**src/rtl/pipe_hazard_ctrl_if.sv**
```systemverilog
// Hazard controller bus: pipeline hazard inputs and the stall/flush controls
// it returns. The master drives hazard info; the slave answers with controls.
interface pipe_hazard_ctrl_if #(
    parameter int CNT_W = 16
);
    logic [4:0]       id_rn;
    logic [4:0]       id_rm;
    logic [4:0]       ex_rd;
    logic             ex_memread;
    logic             branch_taken;
    logic             mem_req;
    logic             dmem_ready;
    logic             pc_write;
    logic             pc_src;
    logic             ifid_write;
    logic             idex_write;
    logic             exmem_write;
    logic             ifid_flush;
    logic             idex_flush;
    logic             exmem_flush;
    logic             mem_err;
    logic [CNT_W-1:0] stall_cnt;

    modport master (
        output id_rn, id_rm, ex_rd, ex_memread,
        output branch_taken, mem_req, dmem_ready,
        input  pc_write, pc_src, ifid_write, idex_write,
        input  exmem_write, ifid_flush, idex_flush,
        input  exmem_flush, mem_err, stall_cnt
    );

    modport slave (
        input  id_rn, id_rm, ex_rd, ex_memread,
        input  branch_taken, mem_req, dmem_ready,
        output pc_write, pc_src, ifid_write, idex_write,
        output exmem_write, ifid_flush, idex_flush,
        output exmem_flush, mem_err, stall_cnt
    );
endinterface

```
**src/rtl/pipe_hazard_ctrl.sv**
```systemverilog
// Stall/flush sequencer for the 5-stage pipeline: load-use bubbles,
// MEM-stage taken branches, DMEM wait freezes with timeout, stall counting.
module pipe_hazard_ctrl #(
    parameter int LOAD_STALL_CYCLES = 1,
    parameter int MEM_TIMEOUT       = 15,
    parameter int CNT_W             = 16
) (
    input logic               clk,
    input logic               reset,
    pipe_hazard_ctrl_if.slave bus
);
    typedef enum logic [1:0] {
        RUN     = 2'd0,
        LDSTALL = 2'd1,
        MWAIT   = 2'd2,
        HALT    = 2'd3
    } state_t;

    state_t           state, state_n;
    logic [7:0]       wcnt, wcnt_n;
    logic [2:0]       ldcnt, ldcnt_n;
    logic             err_set;
    logic             mem_err;
    logic [CNT_W-1:0] stall_cnt;

    logic pc_write, pc_src, ifid_write, idex_write, exmem_write;
    logic ifid_flush, idex_flush, exmem_flush;
    logic hazard, freeze;

    assign hazard = bus.ex_memread && (bus.ex_rd != 5'd31) &&
                    ((bus.ex_rd == bus.id_rn) || (bus.ex_rd == bus.id_rm));
    assign freeze = bus.mem_req && !bus.dmem_ready;

    always_comb begin
        pc_write    = 1'b0;
        pc_src      = 1'b0;
        ifid_write  = 1'b0;
        idex_write  = 1'b0;
        exmem_write = 1'b0;
        ifid_flush  = 1'b0;
        idex_flush  = 1'b0;
        exmem_flush = 1'b0;
        state_n     = state;
        wcnt_n      = '0;
        ldcnt_n     = ldcnt;
        err_set     = 1'b0;
        if (!reset) begin
            ifid_flush  = 1'b1;
            idex_flush  = 1'b1;
            exmem_flush = 1'b1;
        end else if (state == HALT) begin
            wcnt_n = wcnt;
        end else if (freeze) begin
            wcnt_n = wcnt + 8'd1;
            if (wcnt_n == 8'(MEM_TIMEOUT)) begin
                state_n = HALT;
                err_set = 1'b1;
            end else begin
                state_n = MWAIT;
            end
        end else if (bus.branch_taken) begin
            // Flush the three younger stages and redirect to the target
            pc_write    = 1'b1;
            pc_src      = 1'b1;
            ifid_write  = 1'b1;
            idex_write  = 1'b1;
            exmem_write = 1'b1;
            ifid_flush  = 1'b1;
            idex_flush  = 1'b1;
            exmem_flush = 1'b1;
            state_n     = RUN;
        end else if (state == LDSTALL) begin
            idex_write  = 1'b1;
            exmem_write = 1'b1;
            idex_flush  = 1'b1;
            ldcnt_n     = ldcnt - 3'd1;
            if (ldcnt == 3'd1)
                state_n = RUN;
        end else if (hazard) begin
            idex_write  = 1'b1;
            exmem_write = 1'b1;
            idex_flush  = 1'b1;
            if (LOAD_STALL_CYCLES > 1) begin
                state_n = LDSTALL;
                ldcnt_n = 3'(LOAD_STALL_CYCLES - 1);
            end else begin
                state_n = RUN;
            end
        end else begin
            pc_write    = 1'b1;
            ifid_write  = 1'b1;
            idex_write  = 1'b1;
            exmem_write = 1'b1;
            state_n     = RUN;
        end
    end

    always_ff @(posedge clk or negedge reset) begin
        if (!reset) begin
            state     <= RUN;
            wcnt      <= '0;
            ldcnt     <= '0;
            mem_err   <= 1'b0;
            stall_cnt <= '0;
        end else begin
            state <= state_n;
            wcnt  <= wcnt_n;
            ldcnt <= ldcnt_n;
            if (err_set)
                mem_err <= 1'b1;
            if (!pc_write && state != HALT && stall_cnt != '1)
                stall_cnt <= stall_cnt + 1'b1;
        end
    end

    assign bus.pc_write    = pc_write;
    assign bus.pc_src      = pc_src;
    assign bus.ifid_write  = ifid_write;
    assign bus.idex_write  = idex_write;
    assign bus.exmem_write = exmem_write;
    assign bus.ifid_flush  = ifid_flush;
    assign bus.idex_flush  = idex_flush;
    assign bus.exmem_flush = exmem_flush;
    assign bus.mem_err     = mem_err;
    assign bus.stall_cnt   = stall_cnt;
endmodule

```
**src/flat_wrapper.sv**
```systemverilog
// flat-port wrapper written by rule: the top's interface ports become plain ports
module pipe_hazard_ctrl_flat 
#(
    parameter int LOAD_STALL_CYCLES = 1,
    parameter int MEM_TIMEOUT       = 15,
    parameter int CNT_W             = 16
)
  (clk, reset, bus_id_rn, bus_id_rm, bus_ex_rd, bus_ex_memread, bus_branch_taken, bus_mem_req, bus_dmem_ready, bus_pc_write, bus_pc_src, bus_ifid_write, bus_idex_write, bus_exmem_write, bus_ifid_flush, bus_idex_flush, bus_exmem_flush, bus_mem_err, bus_stall_cnt);
  pipe_hazard_ctrl_if #(.CNT_W(CNT_W)) bus_i ();
  input logic clk;
  input logic reset;
  input wire logic [$bits(bus_i.id_rn)-1:0] bus_id_rn;
  input wire logic [$bits(bus_i.id_rm)-1:0] bus_id_rm;
  input wire logic [$bits(bus_i.ex_rd)-1:0] bus_ex_rd;
  input wire logic [$bits(bus_i.ex_memread)-1:0] bus_ex_memread;
  input wire logic [$bits(bus_i.branch_taken)-1:0] bus_branch_taken;
  input wire logic [$bits(bus_i.mem_req)-1:0] bus_mem_req;
  input wire logic [$bits(bus_i.dmem_ready)-1:0] bus_dmem_ready;
  output wire logic [$bits(bus_i.pc_write)-1:0] bus_pc_write;
  output wire logic [$bits(bus_i.pc_src)-1:0] bus_pc_src;
  output wire logic [$bits(bus_i.ifid_write)-1:0] bus_ifid_write;
  output wire logic [$bits(bus_i.idex_write)-1:0] bus_idex_write;
  output wire logic [$bits(bus_i.exmem_write)-1:0] bus_exmem_write;
  output wire logic [$bits(bus_i.ifid_flush)-1:0] bus_ifid_flush;
  output wire logic [$bits(bus_i.idex_flush)-1:0] bus_idex_flush;
  output wire logic [$bits(bus_i.exmem_flush)-1:0] bus_exmem_flush;
  output wire logic [$bits(bus_i.mem_err)-1:0] bus_mem_err;
  output wire logic [$bits(bus_i.stall_cnt)-1:0] bus_stall_cnt;
  assign bus_i.id_rn = bus_id_rn;
  assign bus_i.id_rm = bus_id_rm;
  assign bus_i.ex_rd = bus_ex_rd;
  assign bus_i.ex_memread = bus_ex_memread;
  assign bus_i.branch_taken = bus_branch_taken;
  assign bus_i.mem_req = bus_mem_req;
  assign bus_i.dmem_ready = bus_dmem_ready;
  assign bus_pc_write = bus_i.pc_write;
  assign bus_pc_src = bus_i.pc_src;
  assign bus_ifid_write = bus_i.ifid_write;
  assign bus_idex_write = bus_i.idex_write;
  assign bus_exmem_write = bus_i.exmem_write;
  assign bus_ifid_flush = bus_i.ifid_flush;
  assign bus_idex_flush = bus_i.idex_flush;
  assign bus_exmem_flush = bus_i.exmem_flush;
  assign bus_mem_err = bus_i.mem_err;
  assign bus_stall_cnt = bus_i.stall_cnt;
  pipe_hazard_ctrl #(.LOAD_STALL_CYCLES(LOAD_STALL_CYCLES), .MEM_TIMEOUT(MEM_TIMEOUT), .CNT_W(CNT_W)) u_core (.clk(clk), .reset(reset), .bus(bus_i));
endmodule
```
**config.mk**
```make
export PLATFORM = sky130hd
export DESIGN_NAME = pipe_hazard_ctrl_flat
export DESIGN_NICKNAME = d
export VERILOG_FILES = /design/src/rtl/pipe_hazard_ctrl_if.sv /design/src/rtl/pipe_hazard_ctrl.sv /design/src/flat_wrapper.sv
export SDC_FILE = /design/constraint.sdc
export NUM_CORES = 1
export LEC_CHECK = 0
export ABC_AREA = 1
export CAP_MARGIN = 20
export CORE_MARGIN = 4
export CORE_UTILIZATION = 46
export CTS_CLUSTER_SIZE = 14
export DETAILED_ROUTE_END_ITERATION = 6
export PLACE_DENSITY = 0.8
export SETUP_SLACK_MARGIN = 0.1
export SYNTH_ARGS = -nofsm -noshare
export SYNTH_HDL_FRONTEND = slang
export SYNTH_SLANG_ARGS = --single-unit
```
**constraint.sdc**
```tcl
create_clock -name clk -period 1.8 [get_ports clk]
set_clock_uncertainty 0.15 [all_clocks]
set_input_delay 0.45 -clock clk [delete_from_list [all_inputs] [get_ports clk]]
set_output_delay 0.45 -clock clk [all_outputs]
set_load 0.05 [all_outputs]
```
==> run metrics <==
GP Congestion 0.850; P_leak 1.72 nW; met1 Resource Use GR 26.6%; Die Span Y 74.9 um; Syn Nets 305; Setup crit start kind input pin; via count 2343; crit path DAT 1500 ps; FF+latch count, synth 30; fin crit period 2100 ps; drt wl/cell 17.4 um; Primary FF master, synth dfrtp_1; Logic pwr share 44.7%; fin worst setup slack -304 ps; max-cap check violation count 0; post-route ant nets 0; setup TNS -1920 ps; gr busiest metal met2; CTS Buf Count 5; CTS Buffer Depth 2; Pre-Repair DR Iteration Count 5; most frequent cell after synthesis nand2_1; Core Area 4350 um^2; sequential-to-total area share from yosys stat 36.5%; Hold WC Path Type input pin to asynchronous set/reset pin; clock root cell clkbuf_8; post-synthesis cell type count 26; Final setup violation count 8; DRC viols 0; status finished, violations left; register area 758 um^2; Area Overhead vs Synth 73.1%; initial antenna violation count 0; clock-pin slew on the worst setup and hold paths 70 ps; CP Capture Type output pin; RSZ-0062 raised after global routing yes; fraction of layout cells with a size suffix above 1 49.7%; Filler Cell Count 237; Post-synth EDFFs 0; Tcrit/Tclk final 117%; cell-internal power 0.00177 W; worst r2r path cells 6; Yosys top cell by area dfrtp_1; Area contributors post-synth dfrtp_1, nand2_1, nand3_1; area of the multi-input gates 1380 um^2; Worst-Margin Slew 378 ps; switch share 36.5%; largest net degree at the start of global routing 27; r2r startpoint u_core.bus.stall_cnt[4]; grt met3 use 7.08%; PwrDens 780 nW/um^2; asr flop ratio synth 100%; crit path launch bus_ex_rd[1]; Port Buffer Count 45; Pwr Total 0.00278 W; I/O pin count 46; kind of critical path input pin to output pin; syn avg cell area 7.37 um^2; fmax 475 MHz; failing checks setup timing; All-Layer GR Usage 23.3%; Slew Limit Fails 0; crit path max fanout 4; CTS tree done; Die Width 74.9 um; Peak supply drop 912 uV; Post-Route WL 7390 um; clock share of power 26.0%; Inst Count DP 400; endpoints failing hold 0; Reg2Reg Setup Slack 20 ps; grt ovf 0; die footprint 5610 um^2; Net count, final 397; Rel. slew slack 74.6%; Syn Std Cell Area 2060 um^2; DP Wirelength 4130 um; starting density of the core 47.2%; GRT met2 Usage 40.2%; Vias/cell 5.53; Skew-Pair Late Insertion Delay 290 ps; top cells by count, synth nand2_1, inv_1, nand3_1; fin cells 424; placement row count 24; CTS Sinks 30; top cell type's share of synthesized area 36.5%; P_sw 0.00101 W; reg-to-reg endpoint u_core.bus.stall_cnt[10]; first-pass GRT wire length 10000 um; vias in the first global route 2223; Synth Warn # 0; Final Util 81.8%; hold-fix buffers at CTS 0; Cells after Synth 279; WP data required 1200 ps; Iter 0 DRT Violations 227; ANT cells 0; H-tree Lvls 2; Reg power frac 29.4%
power groups by stage:
stage	clock network, W	registers [W]	logic, W
2_1_floorplan	0	0.00102	0.000338
3_3_place_gp	0	0.000818	0.00101
3_5_place_dp	0	0.000817	0.00103
4_1_cts	0.000724	0.000805	0.00108
5_1_grt	0.000758	0.000821	0.00131
6_report	0.000721	0.000817	0.00124
state kept, by name, indices dropped and copies added (netlist names):
name and count:
u_core.bus.mem_err 1, u_core.bus.stall_cnt 16, u_core.ldcnt 3, u_core.state 2, u_core.wcnt 8
worst max-delay path, stage by stage:
cell        delay (ps)
buf_8               90
inv_4               30
nand2_1             70
nand2_1             70
nor2_1              80
nand3_1             70
nand2_1             70
nand2_1             70
nand2_2             80
nand2_2             60
nand2_4             70
clkinvlp_4         120
buf_8              170
final cells by class:
class                   count  share of cell area (%)
clock buffers               7                    2.42
clock inverters             1                   0.843
inverters                  40                    5.09
multi-input cells         204                    38.7
flip-flops and latches     30                    21.3
well taps                  52                    1.83
repair buffers             90                    29.8
through the flow:
step                      hold WS (ps)  instance area [um^2]  worst slack (ps)
after global routing               122                  3560              -439
after floorplan                   4.41                  2200              -474
after detailed placement           327                  3050              -811
final                              109                  3560              -304
after CTS                          112                  3290              -256
after global placement             321                  3050              -768
cell usage in the layout (no fill, tap or decap), types with 4 or more instances in the layout:
master / count
o21ai_0: 6
buf_4: 38
xor2_1: 17
buf_8: 8
buf_6: 14
nor2_4: 5
nor3_1: 4
buf_2: 4
buf_12: 22
nand2_4: 6
dfrtp_2: 6
clkbuf_8: 6
nand3_2: 19
inv_2: 9
nand2_2: 25
nand3_1: 13
inv_1: 25
dfrtp_1: 24
nor2_1: 14
nand2_1: 62
xnor2_1: 6
logic make-up after synthesis:
group / synth area share, %
AOI/OAI and AO/OA: 3.53
xor gates and xnor gates: 10.2
adders and majority gates: 3.04
buffers and inverters: 9.98
DFF: 36.5
and+or+nand+nor: 36.7
worst max path at each step:
stage | endpoint | cells after the start | slack, ps
finish | bus_pc_write | 13 | -300
global route | bus_pc_write | 13 | -440
CTS | bus_pc_write | 12 | -260
detailed placement | bus_pc_write | 13 | -810
global placement | bus_ifid_write | 13 | -770
floorplan | bus_pc_write | 13 | -470
repair_timing:
action / in CTS / in global routing
setup buffers: 8 / 8
setup endpoints to repair: 30 / 29
pin swaps: 27 / 45
cloned: 1 / 1
resized for setup: 108 / 52
layer usage:
metal / share of wire [%] / up-vias / wire length, um
li1: - / 1055 / -
met1: 36 / 1127 / 2700
met2: 53 / 135 / 3930
met3: 7.7 / 26 / 570
met4: 2.5 / 0 / 186
met5: 0 / - / 0
Note: power is estimated with default switching activity, not from simulation.
